File: src/rtl/pkt_dispatch_queue.sv
// pkt_dispatch_queue: classify completed slots by dest_id into per-port queues and release them in order.
module pkt_dispatch_queue #(
  parameter int NUM_PORTS = 3,
  parameter int PTR_SZ    = 2,
  parameter int PTR_IN_SZ = 4,
  parameter int UWIDTH    = 8,
  parameter int DEST_LSB  = 4,
  parameter int SEL_SZ    = 2
) (
  input  logic                        clk,
  input  logic                        rst,
  input  logic [PTR_SZ:0]             rq2_wptr,
  output logic                        uread_en,
  output logic [PTR_SZ-1:0]           uaddr,
  output logic [PTR_IN_SZ-1:0]        uaddr_in,
  input  logic [UWIDTH-1:0]           udata,
  output logic [NUM_PORTS-1:0]        read_port_en,
  output logic [NUM_PORTS*PTR_SZ-1:0] raddr_port,
  input  logic [NUM_PORTS-1:0]        read_port_done,
  output logic [PTR_SZ:0]             rptr,
  output logic [PTR_SZ:0]             rptr_gray,
  output logic [7:0]                  drop_cnt
);
  localparam int SLOTS = 1 << PTR_SZ;
  typedef enum logic [1:0] {IDLE, FETCH, CLASSIFY} state_t;
  state_t state, state_nxt;
  logic [PTR_SZ:0] vrptr, rptr_nxt;
  logic [SLOTS-1:0] done, done_nxt;
  logic [PTR_SZ-1:0] q_mem [NUM_PORTS][SLOTS];
  logic [PTR_SZ:0] q_ridx [NUM_PORTS];
  logic [PTR_SZ:0] q_widx [NUM_PORTS];
  logic [PTR_SZ-1:0] head [NUM_PORTS];
  logic [NUM_PORTS-1:0] push, pop;
  logic [SEL_SZ-1:0] sel;
  logic classify, route_ok, drop, release_en;
  logic unused_ok;
  assign sel        = udata[DEST_LSB +: SEL_SZ];
  assign unused_ok  = ^udata;
  assign classify   = state == CLASSIFY;
  assign route_ok   = int'(sel) < NUM_PORTS;
  assign drop       = classify && !route_ok;
  assign release_en = (rptr != vrptr) && done[rptr[PTR_SZ-1:0]];
  assign rptr_nxt   = rptr + (PTR_SZ+1)'(release_en);
  assign uread_en   = state == FETCH;
  always_comb begin
    state_nxt = state == IDLE  ? (vrptr != rq2_wptr ? FETCH : IDLE) :
                state == FETCH ? CLASSIFY : IDLE;
  end
  for (genvar p = 0; p < NUM_PORTS; p++) begin : g_port
    assign head[p]         = q_mem[p][q_ridx[p][PTR_SZ-1:0]];
    assign read_port_en[p] = q_ridx[p] != q_widx[p];
    assign raddr_port[p*PTR_SZ +: PTR_SZ] = read_port_en[p] ? head[p] : '0;
    assign push[p] = classify && route_ok && (int'(sel) == p);
    assign pop[p]  = read_port_done[p] && read_port_en[p];
  end
  // A bit being set is never the one being released, so set/clear order cannot collide.
  always_comb begin
    done_nxt = done;
    if (release_en) done_nxt[rptr[PTR_SZ-1:0]] = 1'b0;
    if (drop) done_nxt[vrptr[PTR_SZ-1:0]] = 1'b1;
    for (int p = 0; p < NUM_PORTS; p++)
      if (pop[p]) done_nxt[head[p]] = 1'b1;
  end
  always_ff @(posedge clk) begin
    if (rst) begin
      state     <= IDLE;
      vrptr     <= '0;
      done      <= '0;
      rptr      <= '0;
      rptr_gray <= '0;
      drop_cnt  <= '0;
      uaddr     <= '0;
      uaddr_in  <= '0;
      for (int p = 0; p < NUM_PORTS; p++) begin
        q_ridx[p] <= '0;
        q_widx[p] <= '0;
      end
    end else begin
      state     <= state_nxt;
      done      <= done_nxt;
      rptr      <= rptr_nxt;
      rptr_gray <= rptr_nxt ^ (rptr_nxt >> 1);
      if (state == IDLE && state_nxt == FETCH) begin
        uaddr    <= vrptr[PTR_SZ-1:0];
        uaddr_in <= PTR_IN_SZ'(1);
      end
      if (classify) vrptr <= vrptr + (PTR_SZ+1)'(1);
      if (drop && drop_cnt != 8'hff) drop_cnt <= drop_cnt + 8'd1;
      for (int p = 0; p < NUM_PORTS; p++) begin
        if (push[p]) begin
          q_mem[p][q_widx[p][PTR_SZ-1:0]] <= vrptr[PTR_SZ-1:0];
          q_widx[p] <= q_widx[p] + (PTR_SZ+1)'(1);
        end
        if (pop[p]) q_ridx[p] <= q_ridx[p] + (PTR_SZ+1)'(1);
      end
    end
  end
endmodule
File: config.mk
export PLATFORM = sky130hd
export DESIGN_NAME = pkt_dispatch_queue
export DESIGN_NICKNAME = d
export VERILOG_FILES = /design/src/rtl/pkt_dispatch_queue.sv
export SDC_FILE = /design/constraint.sdc
export NUM_CORES = 1
export LEC_CHECK = 0
export ABC_AREA = 1
export CAP_MARGIN = 10
export CORE_UTILIZATION = 40
export CTS_BUF_LIST = sky130_fd_sc_hd__clkbuf_4
export DETAILED_ROUTE_END_ITERATION = 8
export MAX_ROUTING_LAYER = met4
export PLACE_DENSITY = 0.6
export SYNTH_ARGS = -nofsm -noshare
export SYNTH_HDL_FRONTEND = slang
export SYNTH_SLANG_ARGS = --single-unit
File: constraint.sdc
create_clock -name clk -period 1.7 [get_ports clk]
set_input_delay 0.34 -clock clk [delete_from_list [all_inputs] [get_ports clk]]
set_output_delay 0.34 -clock clk [all_outputs]
set_load 0.005 [all_outputs]
==> results.sh, run 1 <==
export IMPL_preCtsSetupSlack_ns=-0.174
export IMPL_finalHoldViolations=0
export IMPL_p_leak_nw=2.45
export IMPL_required_ns=1.36
export IMPL_detail_route_vias_per_cell=4.73
export IMPL_multiInputGateArea_sq_um=1880
export IMPL_place_congestion=0.769
export IMPL_rsz0062_at_grt="yes"
export IMPL_cp_common_cell="nand2_1"
export IMPL_start_util_pct=41.6
export IMPL_grt_pass1_wl_mm=13.8
export IMPL_yosysTopAreaCell="edfxtp_1"
export IMPL_period_needed_ns=2.01
export IMPL_critPathArrivalTime_ns=1.67
export IMPL_pwr_share_clk_pct=23.7
export IMPL_ant_nets=0
export IMPL_die_w_um=97.4
export IMPL_clkTransAtPathRegs_ns=0.12
export IMPL_grt_overflow_total=0
export IMPL_gr_usage_met1_pct=22.9
export IMPL_drv_cap=0
export IMPL_path_class="reg -> out"
export IMPL_fin_util_pct=59.6
export IMPL_drt_wirelength_per_cell_um=12.7
export IMPL_setup_viol=18
export IMPL_cts_num_sinks=67
export IMPL_power_density_nw_per_um2=844
export IMPL_fp_row_count=34
export IMPL_synth_area_top_cells="edfxtp_1 (35%), dfxtp_1 (14%), nand2_1 (11%), ha_1 (7.6%), inv_1 (6.5%)"
export IMPL_switchingPower_mw=1.39
export IMPL_final_seq_area_sq_um=1790
export IMPL_cts_tree="built"
export IMPL_setup_slack_ns=-0.307
export IMPL_cts_root_buffer="clkbuf_4"
export IMPL_drtIter0Drc=135
export IMPL_drc=0
export IMPL_swShare_pct=31.6
export IMPL_htreeDepth=3
export IMPL_pwr_share_seq_pct=43.8
export IMPL_mappedNetlistArea_sq_um=3640
export IMPL_cp_cell_sequence="buf_4 > nand2_1 > nand2_1 > nand2_1 > nand2_2 > nand2_2 > inv_2 > buf_2"
export IMPL_die_area_sq_um=9490
export IMPL_ys_warn_count=0
export IMPL_grt_pass1_vias=3148
export IMPL_antenna_cells=0
export IMPL_worstPathMaxFanout=5
export IMPL_hpwl_mm=5.70
export IMPL_outcome="complete, but fails checks"
export IMPL_path_delay_family="flip-flops"
export IMPL_synth_cell_types=28
export IMPL_die_h_um=97.4
export IMPL_cts_buffers=9
export IMPL_met3_usage_pct=4.32
export IMPL_crit_cells=8
export IMPL_crit_path_top_delay_cell="edfxtp_1"
export IMPL_core_sq_um=8760
export IMPL_cellInternalPower_mw=3.02
export IMPL_ctsHoldBuffers=0
export IMPL_grt_start_max_net_pins=18
export IMPL_worst_setup_path_start_kind="flip-flop"
export IMPL_n_fill_cell=773
export IMPL_syn_area_per_cell_sq_um=8.33
export IMPL_cp_end_kind="primary output"
export IMPL_synth_seq_cells=67
export IMPL_globalRouteMet2Util_pct=30.9
export IMPL_ys_seq_area_share_pct=48.4
export IMPL_reg2reg_depth=13
export IMPL_drtPass1Iterations=4
export IMPL_fmax_mhz=498
export IMPL_grt_usage_pct=18.8
export IMPL_area_delta_synth_final_pct=43.4
export IMPL_violations="negative setup slack"
export IMPL_fin_skew_ns=0.0141
export IMPL_critPathBufInv=3
export IMPL_period_share_pct=118
export IMPL_io_pins=46
export IMPL_slowest_delay_ns=0.53
export IMPL_clock_latency_ns=0.42
export IMPL_slew_violations=0
export IMPL_netlist_instances=437
export IMPL_wirelength_mm=8.60
export IMPL_port_buffers=36
export IMPL_nNetsFinal=601
export IMPL_combPwrFrac_pct=32.5
export IMPL_whs_path_depth=2
export IMPL_hp_class="reg -> reg"
export IMPL_vdd_drop_max_mv=0.369
export IMPL_grt_busiest_layer="met2"
export IMPL_cts_buffer_depth=2
export IMPL_netlist_area_leader_share_pct=34.6
export IMPL_antenna_found_initial=0
export IMPL_drive_above_1_share_pct=36.6
export IMPL_vias=3197
==> Yosys cell counts (all sizes together) <==
master and instances:
nor2 61, buf 9, a21oi 14, xor2 2, xnor2 17, and3 1
nor3 4, ha 22, nand3 37, edfxtp 42, inv 68, nand4 6
o21ai 13, conb 1, dfxtp 25, nand2 113, clkbuf 2
==> power by group through the flow <==
stage	Sequential [mW]	Clock (mW)	Combinational [mW]
after floorplan	1.96	0	0.580
after global placement	1.97	0	1.04
after detailed placement	1.98	0	1.06
after CTS	1.93	1.07	1.26
after global routing	1.94	1.14	1.58
final	1.93	1.05	1.43
==> worst reg2reg max path: stages, from the launching register on <==
cell and delay [ns]:
edfxtp_1 0.52, inv_2 0.09, buf_4 0.15, buf_4 0.13, nand2_2 0.05, nand3_2 0.08
buf_4 0.14, buf_4 0.13, nand2_4 0.05, nor2_1 0.05, nand3_1 0.08, nand3_2 0.08
nor2_2 0.10, nor2_1 0.04
==> through the flow <==
step	instance area [sq um]	instances	setup TNS, ns	power, mW	hold WS, ns
after floorplan	3660	439	0	2.54	0.417
final	5220	676	-1.91	4.41	0.453
after global routing	5220	676	-4.65	4.67	0.476
after CTS	4900	664	-3.55	4.27	0.455
after global placement	4460	620	-2.48	3.02	0.434
after detailed placement	4460	620	-3.40	3.04	0.438
==> registers in the layout, indices dropped and copies added, names as in the netlist <==
signal     cells
rptr           3
state          2
uaddr_in       1
vrptr          3
uaddr          2
q_mem         24
q_widx         9
drop_cnt       8
done           4
rptr_gray      2
q_ridx         9
==> area by class of cell <==
class	instances	area share, %
flip-flops and latches	67	34.3
clock inverters	6	1.08
clock buffers	10	1.44
inverters	68	5.03
repair buffers	123	19.5
well taps	108	2.59
multi-input cells	294	36.0
==> cells in the final DEF, fill, tap and decap left out, types with 2 or more instances in the layout <==
| cell | netlist | final |
|---|---|---|
| nor3_1 | 4 | 4 |
| clkdlybuf4s50_1 | 0 | 20 |
| nand3_4 | 0 | 2 |
| nor2_2 | 2 | 11 |
| edfxtp_1 | 42 | 42 |
| nand2_4 | 2 | 12 |
| dfxtp_1 | 25 | 11 |
| buf_2 | 3 | 8 |
| inv_1 | 63 | 55 |
| nand4_1 | 6 | 6 |
| dfxtp_2 | 0 | 8 |
| nand2_2 | 2 | 13 |
| conb_1 | 1 | 3 |
| dlygate4sd2_1 | 0 | 5 |
| dlymetal6s2s_1 | 0 | 2 |
| buf_6 | 0 | 10 |
| nor2_4 | 1 | 3 |
| clkbuf_4 | 0 | 10 |
| dfxtp_4 | 0 | 6 |
| nand3_2 | 3 | 18 |
| nand2_1 | 109 | 89 |
| a21oi_1 | 14 | 14 |
| inv_2 | 3 | 11 |
| o21ai_0 | 12 | 11 |
| buf_4 | 6 | 77 |
| xnor2_1 | 17 | 11 |
| ha_1 | 22 | 20 |
| clkinv_2 | 0 | 3 |
| xnor2_2 | 0 | 5 |
| nor2_1 | 57 | 46 |
| nand3_1 | 34 | 17 |
==> kinds of logic (layout without fill, tap and decap cells) <==
kind of cell | after synthesis | after routing | share of synthesized area, %
XOR/XNOR | 19 | 19 | 4.57
AO/OA/AOI/OAI | 27 | 27 | 3.81
flip-flops | 67 | 67 | 48.4
other | 1 | 3 | 0.103
adder cells (fa/ha/maj) | 22 | 22 | 7.56
buffers and inverters | 79 | 207 | 9.07
AND/OR/NAND/NOR | 222 | 223 | 26.5
==> final timing paths <==
check / slack (ns) / endpoint / start
max reg2reg: -0.08 / done[2] / q_ridx[0][6]
min reg2reg: 0.45 / uaddr[0] / uaddr[0]
max: -0.31 / raddr_port[4] / q_ridx[0][6]
min: 0.45 / uaddr[0] / uaddr[0]
==> repair_timing <==
item / CTS / global route
setup endpoints to repair: 29 / 69
pin swaps: 20 / 27
setup buffers: 29 / 16
gates resized for setup: 88 / 63
cloned: 1 / 0
==> routing by layer <==
metal	part of all wire, %	wire length [um]
met5	0	0
met4	1.9	161
met3	3.9	335
met2	51	4350
met1	44	3760
Note: power is estimated with default switching activity, not from simulation.
==> inputs of run 2 (changes only) <==
PLACE_DENSITY = 0.58   (was 0.6)
clock period = 2.2 ns   (was 1.7 ns; I/O delays follow)
==> results.sh, run 2 (synthesis results as in run 1) <==
export IMPL_htreeDepth=3
export IMPL_drtIter0Drc=107
export IMPL_antenna_cells=0
export IMPL_ant_nets=0
export IMPL_period_share_pct=97.6
export IMPL_final_cell_mix="nand2_1 (100), inv_1 (58), nor2_1 (55)"
export IMPL_vdd_drop_max_mv=0.290
export IMPL_drc=0
export IMPL_area_delta_synth_final_pct=24.0
export IMPL_worstPathMaxFanout=6
export IMPL_die_w_um=97.4
export IMPL_setup_viol=0
export IMPL_cp_common_cell="buf_4"
export IMPL_nNetsFinal=548
export IMPL_grt_pass1_wl_mm=12.8
export IMPL_rrSetupSlack_ns=0.34
export IMPL_cp_cell_sequence="buf_4 > xnor2_2 > nand3_2 > buf_4 > dlygate4sd2_1"
export IMPL_cts_num_sinks=67
export IMPL_core_sq_um=8760
export IMPL_grt_overflow_total=0
export IMPL_cp_end_kind="primary output"
export IMPL_fin_util_pct=51.6
export IMPL_clock_latency_ns=0.43
export IMPL_fp_row_count=34
export IMPL_maxSlewHeadroom_pct=64.7
export IMPL_start_util_pct=41.6
export IMPL_drv_cap=0
export IMPL_period_needed_ns=2.15
export IMPL_path_class="reg -> out"
export IMPL_finalHoldViolations=0
export IMPL_ctsHoldBuffers=0
export IMPL_crit_start="q_ridx[0][0]"
export IMPL_power_density_nw_per_um2=664
export IMPL_layout_commonest_cell="nand2_1"
export IMPL_drt_wirelength_per_cell_um=12.5
export IMPL_grt_start_max_net_pins=18
export IMPL_drive_above_1_share_pct=18.1
export IMPL_path_delay_family="buffers and inverters"
export IMPL_dp_cells=578
export IMPL_tightestPinTransition_ns=0.528
export IMPL_reg2reg_from="rptr[1]"
export IMPL_critPathArrivalTime_ns=1.71
export IMPL_fin_skew_ns=0.0173
export IMPL_crit_path_top_delay_cell="edfxtp_1"
export IMPL_clkTransAtPathRegs_ns=0.11
export IMPL_hold_ws_ns=0.454
export IMPL_p_leak_nw=2.04
export IMPL_hpwl_mm=5.39
export IMPL_grt_pass1_vias=2884
export IMPL_place_congestion=0.814
export IMPL_wirelength_mm=7.76
export IMPL_largest_register_ffs=24
export IMPL_reg2reg_depth=9
export IMPL_slew_violations=0
export IMPL_port_buffers=36
export IMPL_cts_buffers=9
export IMPL_crit_end="read_port_en[0]"
export IMPL_slowest_delay_ns=0.46
export IMPL_fin_setup_tns_ns=0
export IMPL_hp_class="reg -> reg"
export IMPL_crit_cells=5
export IMPL_die_h_um=97.4
export IMPL_final_cells=623
export IMPL_required_ns=1.76
export IMPL_vias=2991
export IMPL_drtPass1Iterations=5
export IMPL_antenna_found_initial=0
export IMPL_detail_route_vias_per_cell=4.80
export IMPL_cts_buffer_depth=2
export IMPL_die_area_sq_um=9490
export IMPL_io_pins=46
export IMPL_rsz0062_at_grt="yes"
export IMPL_cts_tree="built"
export IMPL_cts_root_buffer="clkbuf_4"
export IMPL_worst_setup_path_start_kind="flip-flop"
export IMPL_r2r_end="rptr_gray[1]"
export IMPL_n_fill_cell=844
export IMPL_fmax_mhz=466
export IMPL_outcome="finished, final reports clean"
export IMPL_critPathBufInv=3
export IMPL_grt_usage_pct=17.6
-- run 2: cell types whose count changed in the layout (fill, tap and decap cells not counted), moves of 7 or more --
cell,change
nor2_2,-8
nor2_1,+9
dfxtp_2,-7
dfxtp_1,+13
buf_2,-8
nand3_1,+13
nand2_4,-10
nand3_2,-11
buf_4,-49
clkdlybuf4s50_1,+7
nand2_1,+11
-- run 2: worst reg2reg max path: stages (launching register included) --
cell and delay (ns):
dfxtp_1 0.49, xnor2_1 0.16, nand3_1 0.17, nand2_1 0.10
inv_1 0.04, ha_1 0.17, ha_1 0.20, xnor2_1 0.22
o21ai_0 0.11, a21oi_1 0.14
-- run 2: how the worst min path moves through the flow --
stage                     depth (start not counted)  endpoint      from  slack [ns]
final                                             2  uaddr[0]  uaddr[0]        0.45
after global routing                              2  uaddr[1]  uaddr[1]        0.47
after CTS                                         2  uaddr[1]  uaddr[1]        0.46
after detailed placement                          2  uaddr[1]  uaddr[1]        0.44
after floorplan                                   2  uaddr[0]  uaddr[0]        0.44
after global placement                            2  uaddr[0]  uaddr[0]        0.44
-- run 2: timing repair --
action,4_1_cts,5_1_grt
buffers inserted,17,12
pin swaps,9,7
endpoints found under the hold margin,0,0
endpoints found under the setup margin,9,8
resized for setup,25,23
-- run 2: layout make-up --
| class | instances | area (sq um) | area share, % |
|---|---|---|---|
| inverter | 68 | 263 | 5.82 |
| clock buffer | 10 | 75.1 | 1.66 |
| sequential | 67 | 1760 | 39.0 |
| timing repair buffer | 71 | 633 | 14.0 |
| clock inverter | 6 | 23.8 | 0.526 |
| multi-input combinational | 293 | 1630 | 36.0 |
| tap | 108 | 135 | 2.99 |
-- run 2: routing by layer --
layer | up-vias | global-route usage, % | wire, um
li1 | 1529 | - | -
met1 | 1392 | 21.1 | 3680
met2 | 60 | 28.7 | 3630
met3 | 10 | 3.02 | 298
met4 | 0 | 8.82 | 148
met5 | - | - | 0
-- run 2: metrics by stage --
stage                     setup WS, ns  instance area (sq um)  power, mW
final                           0.0529                   4520       3.00
after global routing           -0.0463                   4520       3.19
after CTS                      -0.0300                   4380       2.95
after detailed placement         0.160                   4120       2.21
after global placement           0.211                   4120       2.20
after floorplan                  0.429                   3650       1.96
-- run 2: report_power, final --
part,switching [mW],leakage [nW],internal [mW]
combinational,0.447,1.35,0.391
clock,0.439,0.0685,0.228
sequential,0.0701,0.620,1.43
